<file path="src/rtl/ascon_perm_core.sv">
// Ascon permutation p^nr engine: loads a 320-bit state, runs nr (0..12) rounds
// at UNROLL rounds per clock, and hands the result out over a valid/ready handshake.
module ascon_perm_core #(
  parameter int UNROLL     = 1,
  parameter int MAX_ROUNDS = 12
) (
  input  logic         clk,
  input  logic         rst_n,
  input  logic         start_i,
  output logic         ready_o,
  input  logic [3:0]   rounds_i,
  input  logic [319:0] state_i,
  output logic [319:0] state_o,
  output logic         out_valid_o,
  input  logic         out_ready_i,
  output logic         busy_o
);

  typedef enum logic [1:0] {IDLE, RUN, DONE} fsm_e;

  localparam logic [3:0] MAX_NR = 4'(MAX_ROUNDS);

  if (UNROLL < 1 || UNROLL > 4) begin : g_bad_unroll
    $error("ascon_perm_core: UNROLL must be 1, 2, 3 or 4");
  end

  function automatic logic [63:0] ror(input logic [63:0] v, input int n);
    return (v >> n) | (v << (64 - n));
  endfunction

  // One full round with constant index k: constant addition, bitsliced S-box, linear layer.
  function automatic logic [319:0] ascon_round(input logic [319:0] s, input logic [3:0] k);
    logic [63:0] x0, x1, x2, x3, x4;
    logic [63:0] t0, t1, t2, t3, t4;
    {x0, x1, x2, x3, x4} = s;
    x2[7:0] = x2[7:0] ^ {4'd15 - k, k};
    x0 = x0 ^ x4;
    x4 = x4 ^ x3;
    x2 = x2 ^ x1;
    t0 = ~x0 & x1;
    t1 = ~x1 & x2;
    t2 = ~x2 & x3;
    t3 = ~x3 & x4;
    t4 = ~x4 & x0;
    x0 = x0 ^ t1;
    x1 = x1 ^ t2;
    x2 = x2 ^ t3;
    x3 = x3 ^ t4;
    x4 = x4 ^ t0;
    x1 = x1 ^ x0;
    x0 = x0 ^ x4;
    x3 = x3 ^ x2;
    x2 = ~x2;
    x0 = x0 ^ ror(x0, 19) ^ ror(x0, 28);
    x1 = x1 ^ ror(x1, 61) ^ ror(x1, 39);
    x2 = x2 ^ ror(x2, 1)  ^ ror(x2, 6);
    x3 = x3 ^ ror(x3, 10) ^ ror(x3, 17);
    x4 = x4 ^ ror(x4, 7)  ^ ror(x4, 41);
    return {x0, x1, x2, x3, x4};
  endfunction

  fsm_e         r_fsm;
  fsm_e         w_fsm_next;
  logic [319:0] r_state;
  logic [3:0]   r_remaining;
  logic [3:0]   r_k;
  logic [3:0]   w_nr;
  logic [3:0]   w_step;
  logic [319:0] w_stage [0:UNROLL];

  assign w_nr   = (rounds_i > MAX_NR) ? MAX_NR : rounds_i;
  assign w_step = (r_remaining < 4'(UNROLL)) ? r_remaining : 4'(UNROLL);

  // Unrolled chain; stages beyond the remaining round count pass the state through.
  assign w_stage[0] = r_state;
  for (genvar j = 0; j < UNROLL; j++) begin : g_stage
    logic [3:0] w_k;
    assign w_k          = r_k + 4'(j);
    assign w_stage[j+1] = (4'(j) < r_remaining) ? ascon_round(w_stage[j], w_k) : w_stage[j];
  end

  always_comb begin
    // NOTE: every always_comb output gets a default first so no path leaves it unassigned (no latch).
    w_fsm_next = r_fsm;
    case (r_fsm)
      IDLE:    if (start_i) w_fsm_next = (w_nr == 4'd0) ? DONE : RUN;
      RUN:     if (r_remaining == w_step) w_fsm_next = DONE;
      DONE:    if (out_ready_i) w_fsm_next = IDLE;
      default: w_fsm_next = IDLE;
    endcase
  end

  // NOTE: sequential state uses non-blocking assignments so all registers update from pre-edge values.
  always_ff @(posedge clk or negedge rst_n) begin
    if (!rst_n) begin
      r_fsm <= IDLE;
    end else begin
      r_fsm <= w_fsm_next;
    end
  end

  // NOTE: the wide state register is reset so state_o never shows stale data after reset.
  always_ff @(posedge clk or negedge rst_n) begin
    if (!rst_n) begin
      r_state     <= '0;
      r_remaining <= '0;
      r_k         <= '0;
    end else if (r_fsm == IDLE && start_i) begin
      r_state     <= state_i;
      r_remaining <= w_nr;
      r_k         <= MAX_NR - w_nr;
    end else if (r_fsm == RUN) begin
      r_state     <= w_stage[UNROLL];
      r_remaining <= r_remaining - w_step;
      r_k         <= r_k + w_step;
    end
  end

  assign ready_o     = (r_fsm == IDLE);
  assign busy_o      = (r_fsm == RUN);
  assign out_valid_o = (r_fsm == DONE);
  assign state_o     = r_state;

endmodule

</file>
<file path="config.mk">
export PLATFORM = sky130hd
export DESIGN_NAME = ascon_perm_core
export DESIGN_NICKNAME = d
export VERILOG_FILES = /design/src/rtl/ascon_perm_core.sv
export SDC_FILE = /design/constraint.sdc
export NUM_CORES = 2
export LEC_CHECK = 0
export CAP_MARGIN = 20
export CORE_ASPECT_RATIO = 0.8
export CORE_MARGIN = 2
export CORE_UTILIZATION = 50
export CTS_CLUSTER_SIZE = 10
export DETAILED_ROUTE_END_ITERATION = 10
export GPL_ROUTABILITY_DRIVEN = 0
export PLACE_DENSITY = 0.78
export SYNTH_ARGS = -nofsm -noshare
export SYNTH_HDL_FRONTEND = slang
export SYNTH_SLANG_ARGS = --single-unit
export TNS_END_PERCENT = 10
</file>
<file path="constraint.sdc">
create_clock -name clk -period 2.69 [get_ports clk]
set_input_delay 0.807 -clock clk [delete_from_list [all_inputs] [get_ports clk]]
set_output_delay 0.807 -clock clk [all_outputs]
set_load 0.01 [all_outputs]
</file>
After elaboration in Yosys (flattened, before gate mapping)
Index checks and enable logic that the tools add are counted.
{ "word_totals": {"word_cells": 81, "reg_bits": 330, "out_inout_bits": 323, "in_bits": 328} }
{ "op_classes": {"add_sub_neg": 4, "bitwise": 43, "mux": 14, "reduce_logical": 7, "n_eq_ne": 6, "n_lt_le_gt_ge": 3} }
{ "ops": {"columns": ["cell", "n"], "rows": [
  ["$xor 64x64->64", 21],
  ["$mux 320", 3],
  ["$not 64->64", 6],
  ["$and 64x64->64", 5],
  ["$or 23x64->64", 1],
  ["$or 25x64->64", 1],
  ["$or 3x64->64", 1],
  ["$or 36x64->64", 1],
  ["$or 45x64->64", 1],
  ["$or 47x64->64", 1],
  ["$or 54x64->64", 1],
  ["$or 57x64->64", 1],
  ["$or 58x64->64", 1],
  ["$or 63x64->64", 1],
  ["$mux 4", 6],
  ["$mux 2", 4],
  ["$sub 4x4->4 const A", 2],
  ["$xor 8x8->8", 1],
  ["$pmux 2 s3", 1],
  ["$add 4x4->4", 1],
  ["$eq 4x4->1", 1],
  ["$gt 4x4->1 const B", 1],
  ["$logic_not 4->1", 1],
  ["$lt 1x4->1 const A", 1],
  ["11 further kinds", 13]
]} }

Longest topological paths before layout
{ "logic_depth": {"ltp_word": 13, "depth_mapped": 9, "mapped_depth_nobuf": 9} }

Least setup slack after synthesis
No wires, ideal clock.
{ "synth_path": {"path_type": "reg-to-reg", "start": "reg r_state[232] (netlist: state_o[232])", "end": "reg r_state[87] (netlist: state_o[87])", "path_stages_with_launch": 7, "slack_ns": 0.589, "period_less_slack_ns": 2.101, "required_time_ns": 2.572, "arrival_time_ns": 1.983, "cell_sequence": "dfrtp_1 -> inv_1 -> ha_1 -> xnor2_1 -> xnor2_2 -> xnor3_1 -> a21o_1"} }
{ "synth_between": {"elab_chain_len": 8} }
{ "synth_lines": {"columns": ["element", "line", "rtl"], "rows": [
  ["start: declaration", "64", "logic [319:0] r_state;"],
  ["start signal: assignment", "109", "r_state <= state_i;"],
  ["start signal: assignment", "113", "r_state <= w_stage[UNROLL];"],
  ["$xor 64x64->64", "39", "x2 = x2 ^ x1;"],
  ["$xor 64x64->64", "47", "x2 = x2 ^ t3;"],
  ["$xor 64x64->64", "52", "x3 = x3 ^ x2;"],
  ["$or 47x64->64", "28", "return (v >> n) | (v << (64 - n));"],
  ["$xor 64x64->64", "57", "x3 = x3 ^ ror(x3, 10) ^ ror(x3, 17);"],
  ["$mux 320", "79", "assign w_stage[j+1] = (4'(j) < r_remaining) ? ascon_round(w_stage[j], w_k) : w_stage[j];"],
  ["$mux 320", "112", "end else if (r_fsm == RUN) begin"],
  ["$mux 320", "108", "end else if (r_fsm == IDLE && start_i) begin"]
]} }
No other way between the ends. The select of a mux whose other input is x is not followed.
A chain may end at the register's enable or synchronous reset.

Worst setup path after layout
{ "layout_path": {"start": "reg r_state[262] (netlist: state_o[262])", "end": "out state_o[262]"} }
{ "layout_rtl": {"columns": ["element", "line", "rtl"], "rows": [
  ["end: declaration", "13", "output logic [319:0] state_o,"]
]} }
No word-level cell between the ends.

==> summary.md <==
| Metric | Value |
|---|---|
| Run status | finished, final reports clean |
| Master cell of the clock root buffer | sky130_fd_sc_hd__clkbuf_16 |
| Largest net degree at the start of global routing | 105 |
| Horizontal die dimension | 283 um |
| Number of placed instances with taps included | 4,678 |
| Number of antenna violations at the first check in global routing | 10 |
| Xor and xnor area share after synthesis | 40.3% |
| Wire length of the first global-routing pass | 202,000 um |
| Synthesized netlist cell count | 3,031 |
| Slack of the worst reg-to-reg path | 0.11 ns |
| Final Hold Vio Count | 0 |
| Type of the setup path with the least slack | reg2out |
| Clock slew at the register clock pins of the worst setup and hold paths | 0.06 ns |
| Met1 demand-to-capacity share in global routing | 53.9% |
| Max stage delay cell, worst path | sky130_fd_sc_hd__dfrtp_1 |
| Max-cap viol count | 0 |
| Commonest register cell after synthesis | sky130_fd_sc_hd__dfrtp_1 |
| Net count of the finished layout | 4,354 |
| Critical path's top delay family | flip-flops |
| Worst-skew pair later-pin latency | 0.60 ns |
| Share of synthesized area occupied by flip-flops and latches | 26.5% |
| Compound-cell area share of the yosys netlist | 12.8% |
| Register bit count reported by yosys | 330 |
| Number of buffers added on ports | 650 |
| Crit. End Element | output pin |
| Hold buffer count at CTS | 0 |
| Via count of the first global-routing pass | 27,646 |
| Worst Path Buf+Inv | 1 |
| Simple-gate share of the synthesized area | 7.37% |
| Number of cell instances on the worst register-to-register path | 6 |
| M3 GR Usage | 20.2% |
| Setup Fix Bufs, Post-CTS | 0 |
| Type of element launching the critical path | flip-flop |
| Cell area after layout | 42,000 um2 |
| Launch point of the critical path | state_o[262] |
| Total congestion overflow after global routing | 0 |
| Synth area leader | sky130_fd_sc_hd__dfrtp_1 |
| Delay of the slowest critical-path stage | 0.64 ns |
| Number of primary I/O pins | 651 |
| Required @ worst endpoint | 1.88 ns |
| Final cycle utilization of the critical path | 99.9% |
| Relative slew margins | 45.1% |
| FF-to-FF Start | r_k[0] |
| Count of endpoints failing setup in the final report | 0 |
| Area share of the largest cell type after synthesis | 26.5% |
| Grt met2 use | 65.6% |
| Clock tree from TritonCTS | yes |
| Clock period minus worst slack | 2.69 ns |
| Total Wirelength | 147,000 um |
| Unrepaired setup endpoints after global routing | false |
| Adder-cell share of the synthesized area | 7.56% |
| Global-route layer with the greatest usage | met2 |
| Maximum clock insertion buffer count | 3 |
| Overall track demand over capacity in global routing | 44.5% |
| Crit path cell chain | clkdlybuf4s50_1 |
| Final standard cell count with taps included and fillers excluded | 4,744 |
| Number of buffers added by the clock tree synthesis step | 41 |
| Die area | 64,400 um2 |
| Maximum fanout along the worst path | 4 |
| Maximum frequency from static timing analysis | 0.372 GHz |
| Std cell rows | 81 |
| Worst min-delay path class | in2async |
| Post-detailed-route via-to-cell ratio | 6.13 |
| Final total negative setup slack | 0 ns |
| Transition time at the pin with the least slew margin | 0.819 ns |
| Routed Antenna Nets | 0 |
| Total placed instance area | 40,800 um2 |
| Post-synthesis async set-or-reset flop share | 100% |
| Reg-to-reg critical path endpoint | state_o[122] |
| Final setup skew | 0.0289 ns |
| Share of cells above drive strength 1 | 13.7% |
| Final-report max-slew violation count | 0 |
| Initial standard-cell utilization of the core | 50.8% |
| H-tree depth | 2 |
| Number of flops mapped to enable cells by yosys | 0 |
| Vias after detailed routing | 29,079 |
| Post-Syn Area per Cell | 10.3 um2 |
| Area added between synthesis and finish | 34.7% |
| Combined area of all synthesized cells | 31,200 um2 |
| Core footprint | 61,400 um2 |
| DRT Pass-1 Iters | 7 |
| Largest cells by area after synthesis | sky130_fd_sc_hd__dfrtp_1, sky130_fd_sc_hd__xnor3_1, sky130_fd_sc_hd__xnor2_1 |
| Total number of yosys warnings | 0 |
| Signal arrival time at the worst endpoint | 1.88 ns |
| Synth unique cells | 44 |
| Fraction of synthesized area in multiplexers | 1.16% |
| Wire length per cell | 30.9 um |
| Clock sink total | 330 |
| Overall die height | 227 um |
| Residual DRC | 0 |
| Post-DP HPWL | 121,000 um |
| Largest family of logic cells by synthesized area | XOR/XNOR gates |
| Detailed router's first-iteration violation count | 3,842 |
## sequential cells by signal (all words and copies together) (netlist names)
name / count
r_fsm: 2
r_k: 4
r_remaining: 4
state_o: 320
## cells in the final DEF, fill, tap and decap left out, types with 39 or more instances in the layout
master and instances:
sky130_fd_sc_hd__a211oi_1 43, sky130_fd_sc_hd__a21o_1 67, sky130_fd_sc_hd__a21oi_1 157, sky130_fd_sc_hd__a22oi_1 84
sky130_fd_sc_hd__and3_1 63, sky130_fd_sc_hd__buf_4 280, sky130_fd_sc_hd__clkbuf_16 43, sky130_fd_sc_hd__clkdlybuf4s50_1 648
sky130_fd_sc_hd__dfrtp_1 330, sky130_fd_sc_hd__ha_1 134, sky130_fd_sc_hd__inv_1 195, sky130_fd_sc_hd__maj3_1 39
sky130_fd_sc_hd__nand2_1 179, sky130_fd_sc_hd__nor2_1 193, sky130_fd_sc_hd__nor3_1 82, sky130_fd_sc_hd__o21ai_0 180
sky130_fd_sc_hd__o21ai_1 125, sky130_fd_sc_hd__xnor2_1 343, sky130_fd_sc_hd__xnor2_2 141, sky130_fd_sc_hd__xnor3_1 250
sky130_fd_sc_hd__xor2_1 166
## per-stage QoR
step / hold WS, ns / util [%] / setup slack [ns]
final: 0.207 / 68.4 / 0.00334
after floorplan: 0.459 / - / 0.589
after global placement: 0.488 / 66.4 / 0.102
after detailed placement: 0.523 / 66.4 / 0.0490
after CTS: 0.213 / 68.4 / 0.0270
after global routing: 0.239 / 68.4 / 0.0310
## worst register-to-register path, delay by kind of cell, from the launching register on
kind | cells | cell delay (ns)
AO/OA/AOI/OAI | 1 | 0.16
XOR/XNOR | 4 | 1.51
adder cells (fa/ha/maj) | 1 | 0.34
flip-flops | 1 | 0.47
## layer usage
layer	vias up	share of wire, %
li1	12098	-
met1	14132	35
met2	2278	42
met3	557	16
met4	14	7.1
met5	-	0.21
## synthesized netlist by cell type (2+ instances only)
| cell | n |
|---|---|
| sky130_fd_sc_hd__xnor2_1 | 343 |
| sky130_fd_sc_hd__dfrtp_1 | 330 |
| sky130_fd_sc_hd__xnor3_1 | 250 |
| sky130_fd_sc_hd__inv_1 | 195 |
| sky130_fd_sc_hd__nor2_1 | 194 |
| sky130_fd_sc_hd__nand2_1 | 181 |
| sky130_fd_sc_hd__o21ai_0 | 180 |
| sky130_fd_sc_hd__xor2_1 | 166 |
| sky130_fd_sc_hd__a21oi_1 | 157 |
| sky130_fd_sc_hd__xnor2_2 | 141 |
| sky130_fd_sc_hd__ha_1 | 134 |
| sky130_fd_sc_hd__o21ai_1 | 125 |
| sky130_fd_sc_hd__a22oi_1 | 84 |
| sky130_fd_sc_hd__nor3_1 | 82 |
| sky130_fd_sc_hd__clkbuf_1 | 74 |
| sky130_fd_sc_hd__a21o_1 | 67 |
| sky130_fd_sc_hd__and3_1 | 63 |
| sky130_fd_sc_hd__buf_2 | 48 |
| sky130_fd_sc_hd__a211oi_1 | 43 |
| sky130_fd_sc_hd__maj3_1 | 39 |
| sky130_fd_sc_hd__mux2i_1 | 35 |
| sky130_fd_sc_hd__maj3_2 | 24 |
| sky130_fd_sc_hd__o31ai_1 | 23 |
| sky130_fd_sc_hd__buf_1 | 9 |
| sky130_fd_sc_hd__clkbuf_2 | 6 |
| sky130_fd_sc_hd__xor3_1 | 6 |
| sky130_fd_sc_hd__buf_4 | 4 |
| sky130_fd_sc_hd__nand3_1 | 4 |
| sky130_fd_sc_hd__inv_2 | 3 |
| sky130_fd_sc_hd__a221o_1 | 2 |
| sky130_fd_sc_hd__conb_1 | 2 |
| sky130_fd_sc_hd__nand2b_1 | 2 |
| sky130_fd_sc_hd__nor3b_1 | 2 |
| sky130_fd_sc_hd__o22ai_1 | 2 |
| sky130_fd_sc_hd__xor2_2 | 2 |
## repair_timing
action                                  in CTS  in global routing
pin swaps                                    0                  0
gates cloned                                 0                  0
resized for setup                            2                  1
endpoints found under the setup margin       2                  1
hold endpoints to repair                     0                  0
## cell type report
type,count,area [um2]
Multi-Input combinational cell,2363,21600
Clock buffer,60,1170
Fill cell,4815,19400
Tap cell,830,1040
Timing Repair Buffer,957,9150
Inverter,198,743
Clock inverter,3,23.8
Sequential cell,330,8260
Antenna cell,3,7.51
## worst max path at each step
stage                   endpoint  slack [ns]  cells past startpoint
global placement     state_o[34]        0.10                      7
floorplan            state_o[87]        0.59                      6
global route        state_o[291]        0.03                      1
finish              state_o[262]       0.003                      1
CTS                      ready_o        0.03                      2
detailed placement   state_o[36]        0.05                      7
## kinds of logic after synthesis
logic type,count (synthesis)
and+or+nand+nor,533
other,2
muxes,36
xor gates and xnor gates,908
AOI/OAI and AO/OA,685
DFF,330
buffers and inverters,339
adders and majority gates,198
Power is not shown: default switching activity piles up to over one toggle a cycle in this logic, so the estimate is an artifact.
